==> config.mk <==
export PLATFORM = sky130hd
export DESIGN_NAME = mem_access_unit
export DESIGN_NICKNAME = d
export VERILOG_FILES = /design/src/rtl/minisys_pkg.sv /design/src/rtl/mem_lane_align.sv /design/src/rtl/mem_access_unit.sv
export SDC_FILE = /design/constraint.sdc
export NUM_CORES = 1
export LEC_CHECK = 0
export BUFFER_PORTS_ARGS = -buffer_cell sky130_fd_sc_hd__buf_4
export CAP_MARGIN = 20
export CORE_MARGIN = 3
export CORE_UTILIZATION = 49
export CTS_CLUSTER_SIZE = 10
export DETAILED_ROUTE_END_ITERATION = 10
export PLACE_DENSITY = 0.74
export SYNTH_ARGS = -nofsm -noshare
export SYNTH_HDL_FRONTEND = slang
export SYNTH_HIERARCHICAL = 1
export SYNTH_SLANG_ARGS = --single-unit
==> constraint.sdc <==
create_clock -name clock -period 5.6 [get_ports clock]
set_input_delay 1.68 -clock clock [delete_from_list [all_inputs] [get_ports clock]]
set_output_delay 1.68 -clock clock [all_outputs]
set_load 0.1 [all_outputs]
==> src/rtl/minisys_pkg.sv <==
// Shared encodings for the MEM-stage access path: access size codes, FSM states
// and the alignment rule used by both the lane aligner and the access FSM.
package minisys_pkg;

    localparam logic [1:0] SZ_BYTE = 2'b00;
    localparam logic [1:0] SZ_HALF = 2'b01;
    localparam logic [1:0] SZ_WORD = 2'b10;

    typedef enum logic [1:0] {
        ST_IDLE = 2'b00,
        ST_WAIT = 2'b01,
        ST_DONE = 2'b10
    } state_t;

    // Size code 2'b11 behaves as a word access.
    function automatic logic is_misaligned(input logic [1:0] size, input logic [1:0] off);
        logic bad;
        case (size)
            SZ_BYTE: bad = 1'b0;
            SZ_HALF: bad = off[0];
            default: bad = (off != 2'b00);
        endcase
        return bad;
    endfunction

endpackage

==> src/rtl/mem_lane_align.sv <==
// Combinational byte-lane logic: store enables/replication, load lane extract
// with sign/zero extension, and misalignment detection.
module mem_lane_align
    import minisys_pkg::*;
(
    input  logic [1:0]  i_size,
    input  logic        i_unsigned,
    input  logic [1:0]  i_off,
    input  logic [31:0] i_sdata,
    input  logic [31:0] i_rdata,
    output logic [3:0]  o_be,
    output logic [31:0] o_wdata,
    output logic [31:0] o_ldata,
    output logic        o_misalign
);

    logic [7:0] w_lane [4];

    genvar gi;
    generate
        for (gi = 0; gi < 4; gi++) begin : g_lane
            assign w_lane[gi] = i_rdata[8*gi +: 8];
        end
    endgenerate

    logic [7:0]  w_byte;
    logic [15:0] w_half;

    assign w_byte     = w_lane[i_off];
    assign w_half     = i_off[1] ? i_rdata[31:16] : i_rdata[15:0];
    assign o_misalign = is_misaligned(i_size, i_off);

    always_comb begin
        o_be    = 4'b1111;
        o_wdata = i_sdata;
        o_ldata = i_rdata;
        case (i_size)
            SZ_BYTE: begin
                o_be    = 4'b0001 << i_off;
                o_wdata = {4{i_sdata[7:0]}};
                o_ldata = i_unsigned ? {24'b0, w_byte} : {{24{w_byte[7]}}, w_byte};
            end
            SZ_HALF: begin
                o_be    = i_off[1] ? 4'b1100 : 4'b0011;
                o_wdata = {2{i_sdata[15:0]}};
                o_ldata = i_unsigned ? {16'b0, w_half} : {{16{w_half[15]}}, w_half};
            end
            default: ;
        endcase
    end

endmodule

==> src/rtl/mem_access_unit.sv <==
// MEM-stage data-memory access engine: req/ack bus transaction with pipeline stall,
// bounded wait (bus error on timeout) and aligned, extended load data for MEM/WB.
module mem_access_unit
    import minisys_pkg::*;
#(
    parameter int TIMEOUT = 15
) (
    input  logic        clock,
    input  logic        reset,
    input  logic        EX_MEM_MemRead,
    input  logic        EX_MEM_MemWrite,
    input  logic [1:0]  EX_MEM_Size,
    input  logic        EX_MEM_Unsigned,
    input  logic [31:0] MEM_ALU_Result,
    input  logic [31:0] EX_MEM_StoreData,
    input  logic        dmem_ack,
    input  logic [31:0] dmem_rdata,
    output logic        dmem_req,
    output logic        dmem_we,
    output logic [31:0] dmem_addr,
    output logic [3:0]  dmem_be,
    output logic [31:0] dmem_wdata,
    output logic [31:0] MEM_MemData,
    output logic        MEM_Stall,
    output logic        MEM_AddrErr,
    output logic        MEM_BusErr
);

    localparam int CNT_W = $clog2(TIMEOUT + 1);
    localparam logic [CNT_W-1:0] CNT_LAST = CNT_W'(TIMEOUT - 1);

    state_t           r_state;
    logic [CNT_W-1:0] r_cnt;
    logic [31:0]      r_addr;
    logic [1:0]       r_size;
    logic             r_uns;
    logic             r_we;
    logic [31:0]      r_sdata;
    logic [31:0]      r_load;
    logic             r_buserr;

    logic        w_wait;
    logic [31:0] w_addr;
    logic [1:0]  w_size;
    logic        w_uns;
    logic        w_we;
    logic [31:0] w_sdata;
    logic [3:0]  w_be;
    logic [31:0] w_wdata;
    logic [31:0] w_ldata;
    logic [31:0] w_capture;
    logic        w_misalign;
    logic        w_memop;
    logic        w_access;
    logic        w_req;

    // While waiting, the bus is driven from the copies latched at launch.
    assign w_wait  = (r_state == ST_WAIT);
    assign w_addr  = w_wait ? r_addr  : MEM_ALU_Result;
    assign w_size  = w_wait ? r_size  : EX_MEM_Size;
    assign w_uns   = w_wait ? r_uns   : EX_MEM_Unsigned;
    assign w_we    = w_wait ? r_we    : EX_MEM_MemWrite;
    assign w_sdata = w_wait ? r_sdata : EX_MEM_StoreData;

    mem_lane_align u_align (
        .i_size     (w_size),
        .i_unsigned (w_uns),
        .i_off      (w_addr[1:0]),
        .i_sdata    (w_sdata),
        .i_rdata    (dmem_rdata),
        .o_be       (w_be),
        .o_wdata    (w_wdata),
        .o_ldata    (w_ldata),
        .o_misalign (w_misalign)
    );

    assign w_memop   = EX_MEM_MemRead | EX_MEM_MemWrite;
    assign w_access  = w_memop & ~w_misalign;
    assign w_capture = w_we ? 32'b0 : w_ldata;
    // Gating with reset makes the request drop the instant reset asserts.
    assign w_req     = reset & (((r_state == ST_IDLE) & w_access) | w_wait);

    assign dmem_req    = w_req;
    assign dmem_we     = w_req & w_we;
    assign dmem_addr   = w_req ? {w_addr[31:2], 2'b00} : 32'b0;
    assign dmem_be     = w_req ? w_be : 4'b0000;
    assign dmem_wdata  = w_req ? w_wdata : 32'b0;
    assign MEM_Stall   = w_req;
    assign MEM_AddrErr = reset & w_memop & w_misalign;
    assign MEM_MemData = (r_state == ST_DONE) ? r_load : 32'b0;
    assign MEM_BusErr  = (r_state == ST_DONE) & r_buserr;

    always_ff @(posedge clock or negedge reset) begin
        if (!reset) begin
            r_state  <= ST_IDLE;
            r_cnt    <= '0;
            r_addr   <= '0;
            r_size   <= SZ_BYTE;
            r_uns    <= 1'b0;
            r_we     <= 1'b0;
            r_sdata  <= '0;
            r_load   <= '0;
            r_buserr <= 1'b0;
        end else begin
            case (r_state)
                ST_IDLE: begin
                    if (w_access) begin
                        r_addr   <= MEM_ALU_Result;
                        r_size   <= EX_MEM_Size;
                        r_uns    <= EX_MEM_Unsigned;
                        r_we     <= EX_MEM_MemWrite;
                        r_sdata  <= EX_MEM_StoreData;
                        r_cnt    <= '0;
                        r_buserr <= 1'b0;
                        if (dmem_ack) begin
                            r_load  <= w_capture;
                            r_state <= ST_DONE;
                        end else begin
                            r_state <= ST_WAIT;
                        end
                    end
                end
                ST_WAIT: begin
                    if (dmem_ack) begin
                        r_load  <= w_capture;
                        r_state <= ST_DONE;
                    end else if (r_cnt == CNT_LAST) begin
                        r_load   <= '0;
                        r_buserr <= 1'b1;
                        r_state  <= ST_DONE;
                    end else begin
                        r_cnt <= r_cnt + 1'b1;
                    end
                end
                ST_DONE: begin
                    r_buserr <= 1'b0;
                    r_state  <= ST_IDLE;
                end
                default: r_state <= ST_IDLE;
            endcase
        end
    end

endmodule

==> run_results.csv, run 1 <==
group,metric,value,unit
die,fp.dieH,126,microns
die,die-area,16000,sq um
timing,totalNegativeSetupSlack,0,ps
final_layout,drive_above_1_share,27.4,%
cts,clockBufferDepth,2,
critical_path,rrSetupSlack,2210,ps
critical_path,cp_max_fo,32,
cts,clock-sinks,107,
job,cap_violations,0,
route,wl_per_cell,16.1,microns
timing,finalCriticalPeriod,5190,ps
critical_path,reg2reg_depth,10,
synthesis,synthCells,954,
grt,grt_pass1_vias,6561,
timing,finalCritPeriodShare,92.7,%
power_and_ir_drop,power,5360,uW
cts,cts_setup_buffers,0,
synthesis,synth_cell_types,49,
timing,drv_slew,0,
critical_path,arrival,3510,ps
outcome,status,"finished clean",
cts,cts_made_buffers,9,
synthesis,synthArstFlopShare,100,%
critical_path,path_class,"input port to output pin",
timing,fmax,0.193,GHz
route,via_count,6849,
final_layout,final_util,63.6,%
final_layout,syn2layout_area_growth,26.0,%
synthesis,yosysSeqAreaShare,37.8,%
cts,cts_resized,0,
critical_path,crit_start,"EX_MEM_Size[1]",
critical_path,rr_endpoint,"r_cnt[2]",
timing,setup_violations,0,
synthesis,synthTopCellsByArea,"dfrtp_1 38%, nand2_1 23%, mux2i_1 6.8%",
cts,worstSkewPairLatency,350,ps
route,post-route-drc-count,0,
die,die_w,126,microns
route,ant_nets,0,
critical_path,cp.required,3920,ps
timing,tightestPinTransition,684,ps
route,finalWirelength,20900,microns
synthesis,synth_seq_cells,107,
synthesis,synth_area_per_cell,7.43,sq um
die,rows,43,
cts,ctsHoldBuffers,0,
cts,clkTransAtPathRegs,70,ps
route,dr.pass1.iters,5,
worst_hold_path,hold_path_end,"r_addr[17]",
timing,rsz0062_at_grt,"false",
cts,tritoncts,"yes",
critical_path,worst_setup_path_end_kind,"output pin",
timing,fin_skew,6.95,ps
cts,htreeDepth,3,
synthesis,yosys.area.top_type,"dfrtp_1",
die,design.core.area,14000,sq um
critical_path,crit_chain,"buf_4, nand2_1, nand2_2, a21oi_1, nor2_1, o21bai_1, a21oi_2, nand2_1, buf_4, a21oi_1, buf_4",
grt,grt_max_degree,59,
synthesis,synth_top_area_share,37.8,%
power_and_ir_drop,p_per_area,600,nW/um^2
placed_design,dpl_worst_slack,461,ps
grt,overflow,0,
placed_design,io_buffers,206,
critical_path,cp_common_cell,"buf_4",
grt,track_usage,25.7,%
power_and_ir_drop,leakagePower,0.00483,uW
worst_hold_path,hold_start,"r_addr[17]",
timing,slew_headroom,54.4,%
grt,grt_pass1_wl,33500,microns
final_layout,nets,1214,
synthesis,ys.flop_type,"dfrtp_1",
power_and_ir_drop,irDropWorstVdd,450,uV
worst_hold_path,holdCritPathClass,"flop to flop",
route,first_iter_violations,636,
synthesis,yosys_warnings,6,
placed_design,place_congestion,0.878,
worst_hold_path,holdPathStages,2,
placed_design,hpwl,14600,microns
synthesis,syn-cell-area,7090,sq um
critical_path,cp_slowest_cell,"buf_4",
route,via_per_inst,5.30,
die,io_pins,209,
grt,grt_antenna_before_repair,0,
cts,cts_root_buf,"clkbuf_16",
synthesis,synth-edff-count,0,
final_layout,antenna_cells,0,
critical_path,startpoint_type,"input port",
critical_path,timing.rr.start,"r_state[1]",
die,initial_core_util,50.5,%
timing,setup_slack,410,ps
critical_path,cpPeakStageDelay,330,ps
timing,timing_hold_violations_final,0,
cell usage in the layout (no fill, tap or decap), types with 4 or more instances in the layout:
cell type,synthesis,final
a22oi_1,8,8
clkbuf_16,0,9
o221ai_1,8,8
nor2_1,12,12
o22ai_1,16,16
nand2_1,427,426
a21oi_1,36,35
and2_1,35,35
mux2i_1,48,48
nor2b_1,21,20
and3_1,38,9
o21ai_0,12,12
dfrtp_1,107,107
buf_4,15,226
and3_2,0,29
mux2_2,11,11
a221o_1,7,7
inv_1,39,38
clkinvlp_4,0,4
o21bai_1,4,4
mux2_4,8,8
critical path, delay by kind of cell:
family,cells,cell delay (ps)
AOI/OAI and AO/OA,4,780
buffers and inverters,3,700
and+or+nand+nor,4,320
stage by stage:
step	cell area [sq um]	hold slack, ps	cells
finish	8930	476	1293
CTS	8930	480	1293
global placement	8640	457	1277
floorplan	7140	444	955
global route	8930	497	1293
detailed placement	8640	462	1277
cell families after synthesis:
| kind of cell | after synthesis | synth area share, % |
|---|---|---|
| AND/OR/NAND/NOR | 551 | 33.5 |
| adder cells (fa/ha/maj) | 2 | 0.353 |
| flip-flops | 107 | 37.8 |
| multiplexers | 67 | 10.2 |
| AO/OA/AOI/OAI | 103 | 9.86 |
| other | 1 | 0.0529 |
| buffers and inverters | 123 | 8.28 |
synthesized netlist by cell type (8+ instances only):
| cell type | n |
|---|---|
| clkbuf_1 | 40 |
| a21oi_1 | 36 |
| nor2b_1 | 21 |
| mux2i_1 | 48 |
| o22ai_1 | 16 |
| and3_1 | 38 |
| nand2_1 | 427 |
| inv_1 | 39 |
| o21ai_0 | 12 |
| o221ai_1 | 8 |
| nor2_1 | 12 |
| buf_2 | 19 |
| a22oi_1 | 8 |
| dfrtp_1 | 107 |
| and2_1 | 35 |
| mux2_2 | 11 |
| buf_4 | 15 |
| mux2_4 | 8 |
layout make-up:
| cell class | count | area, sq um |
|---|---|---|
| Clock buffer | 11 | 253 |
| Clock inverter | 5 | 36.3 |
| Fill cell | 1289 | 5110 |
| Inverter | 39 | 150 |
| Multi-Input combinational cell | 725 | 3890 |
| Sequential cell | 107 | 2680 |
| Tap cell | 180 | 225 |
| Timing Repair Buffer | 226 | 1700 |
how the worst max path moves through the flow:
| stage | slack (ps) | end | cells past startpoint |
|---|---|---|---|
| finish | 410 | dmem_we | 11 |
| floorplan | -620 | dmem_addr[10] | 11 |
| detailed placement | 460 | dmem_we | 11 |
| global route | 310 | dmem_addr[10] | 11 |
| global placement | 450 | dmem_we | 11 |
| CTS | 450 | dmem_we | 11 |
where the power goes:
group          switching [uW]  internal, uW  leakage, uW
Clock                     293           327     0.000134
Combinational            2480           945      0.00334
Sequential                194          1110      0.00135
Total                    2970          2390      0.00483
metal layers:
| layer | GRT usage [%] | wire, microns | vias to the layer above |
|---|---|---|---|
| met2 | 39.7 | 9380 | 292 |
| met1 | 36.4 | 9270 | 3158 |
| met5 | 0 | 0 | - |
| met3 | 5.39 | 1790 | 31 |
| met4 | 8.20 | 433 | 0 |
| li1 | - | - | 3368 |
sequential cells by signal (all words and copies together) (netlist names):
signal / flops
r_load: 32
r_addr: 32
r_size: 2
r_sdata: 32
r_we: 1
r_uns: 1
r_state: 2
r_buserr: 1
r_cnt: 4
No activity file was read; power rests on OpenSTA's default activity.
==> inputs of run 2 (changes only) <==
- CORE_MARGIN: 3 -> not set
- REMOVE_ABC_BUFFERS: not set -> 1
==> run 2 against run 1 <==
Effect of this change:
- fmax decreased by 0.36%
- global-route usage increased by 1.0 points
- sequential power about the same
- non-clock buffer count is 5 higher
- utilization is 0.51 points higher
- critical path depth did not move
- flip-flop and latch count is the same
- register-to-register slack gained 130 ps
- critical path type unchanged
- largest cell class unchanged
==> run_results.csv, run 2 (synthesis gave the netlist of run 1 again) <==
group,metric,value,unit
outcome,status,"finished clean",
timing,drv_slew,0,
die,rows,43,
critical_path,cp.required,3920,ps
timing,tightestPinTransition,718,ps
grt,grt_antenna_before_repair,0,
grt,track_usage,26.7,%
cts,clockBufferDepth,2,
final_layout,antenna_cells,0,
cts,worstSkewPairLatency,350,ps
route,wl_per_cell,15.4,microns
cts,clock-sinks,107,
job,cap_violations,0,
worst_hold_path,holdCritPathClass,"flop to flop",
grt,grt_pass1_wl,31300,microns
final_layout,nets,1219,
cts,cts_root_buf,"clkbuf_16",
route,via_count,6833,
grt,overflow,0,
final_layout,layout_commonest_cell,"nand2_1",
route,ant_nets,0,
critical_path,cpPeakStageDelay,310,ps
critical_path,worst_setup_path_end_kind,"output pin",
route,finalWirelength,20000,microns
route,first_iter_violations,498,
timing,fin_skew,5.12,ps
placed_design,place_congestion,0.877,
critical_path,path_class,"input port to output pin",
grt,grt_max_degree,53,
critical_path,cp_slowest_cell,"buf_4",
power_and_ir_drop,irDropWorstVdd,303,uV
power_and_ir_drop,leakagePower,0.00490,uW
timing,finalCriticalPeriod,5210,ps
final_layout,drive_above_1_share,24.8,%
cts,tritoncts,"yes",
power_and_ir_drop,p_per_area,602,nW/um^2
route,dr.pass1.iters,5,
timing,rsz0062_at_grt,"false",
die,design.core.area,14000,sq um
timing,timing_hold_violations_final,0,
cts,cts_made_buffers,9,
die,die-area,15000,sq um
cts,ctsHoldBuffers,0,
final_layout,reg_top3,"r_addr (32), r_load (32), r_sdata (32)",
final_layout,layout_common_cells,"426 x nand2_1, 230 x buf_4, 107 x dfrtp_1",
critical_path,crit_chain,"buf_4, nand2_1, nand2_1, a21oi_1, nor2_1, o21bai_1, a21oi_2, nand2_1, buf_4, a21oi_1, buf_4",
die,initial_core_util,50.7,%
cts,clkTransAtPathRegs,70,ps
route,via_per_inst,5.27,
final_layout,syn2layout_area_growth,26.5,%
die,io_pins,209,
timing,whs,477,ps
cts,cts_resized,0,
timing,setup_violations,0,
timing,finalCritPeriodShare,93.0,%
critical_path,arrival,3530,ps
critical_path,cp_max_fo,32,
cts,htreeDepth,3,
die,fp.dieH,122,microns
placed_design,hpwl,13700,microns
cts,cts_setup_buffers,0,
die,die_w,122,microns
timing,slew_headroom,52.1,%
route,post-route-drc-count,0,
final_layout,final_util,64.1,%
final_layout,n_fill_cell,1258,
placed_design,io_buffers,206,
critical_path,startpoint_type,"input port",
timing,fmax,0.192,GHz
grt,grt_pass1_vias,6222,
-- run 2: cell count changes in the layout (fill, tap and decap cells not counted) --
cell / change
and3_2: -29
and3_1: +29
bufinv_16: +2
clkbuf_1: +1
buf_12: +1
clkinvlp_4: -4
clkinv_2: -1
inv_1: +1
buf_4: +4
inv_6: -1
-- run 2: worst max-delay path: cells and delay by family --
| kind | cells | cell delay, ps |
|---|---|---|
| AO/OA/AOI/OAI | 4 | 790 |
| AND/OR/NAND/NOR | 4 | 370 |
| buffers and inverters | 3 | 660 |
-- run 2: path summary, 6_finish.rpt --
| path | from | to | slack (ps) | cells past startpoint |
|---|---|---|---|---|
| min in group asynchronous | reset | r_sdata[28] | 1230 | 1 |
| hold / removal | r_addr[0] | r_addr[0] | 480 | 2 |
| max in group asynchronous | reset | r_load[17] | 3580 | 3 |
| hold reg to reg | r_addr[0] | r_addr[0] | 480 | 2 |
| setup reg to reg | r_state[1] | r_sdata[1] | 2340 | 10 |
| setup / recovery | MEM_ALU_Result[0] | dmem_addr[16] | 390 | 11 |
-- run 2: layout make-up --
class,instances,area (sq um),share of cell area [%]
clock buffers,12,256,2.86
clock inverters,2,60.1,0.670
inverters,39,146,1.63
multi-input cells,725,3860,43.0
flip-flops and latches,107,2680,29.9
well taps,180,225,2.51
repair buffers,231,1750,19.5
-- run 2: routing by layer --
layer / vias up / track usage, % / wire length [microns] / share of wire (%)
met2: 246 / 43.8 / 9410 / 47
met4: 0 / 6.02 / 189 / 0.95
met1: 3206 / 35.8 / 8810 / 44
met5: - / 0 / 0 / 0
li1: 3365 / - / - / -
met3: 16 / 6.27 / 1560 / 7.8
-- run 2: report_power, final --
group | total (uW) | leakage [uW] | internal (uW) | switching (uW)
Sequential | 1310 | 0.00135 | 1110 | 199
Clock | 690 | 0.000155 | 412 | 278
Combinational | 3400 | 0.00339 | 948 | 2450
-- run 2: through the flow --
step           worst slack, ps  setup TNS [ps]  power (uW)  instance area, sq um  std cells
6_report                   391               0        5400                  8970       1296
5_1_grt                    198               0        5730                  8970       1296
3_5_place_dp               410               0        4710                  8650       1282
3_3_place_gp               464               0        4660                  8650       1282
4_1_cts                    400               0        5410                  8970       1296
2_1_floorplan            -2530         -221790        3870                  6650        871
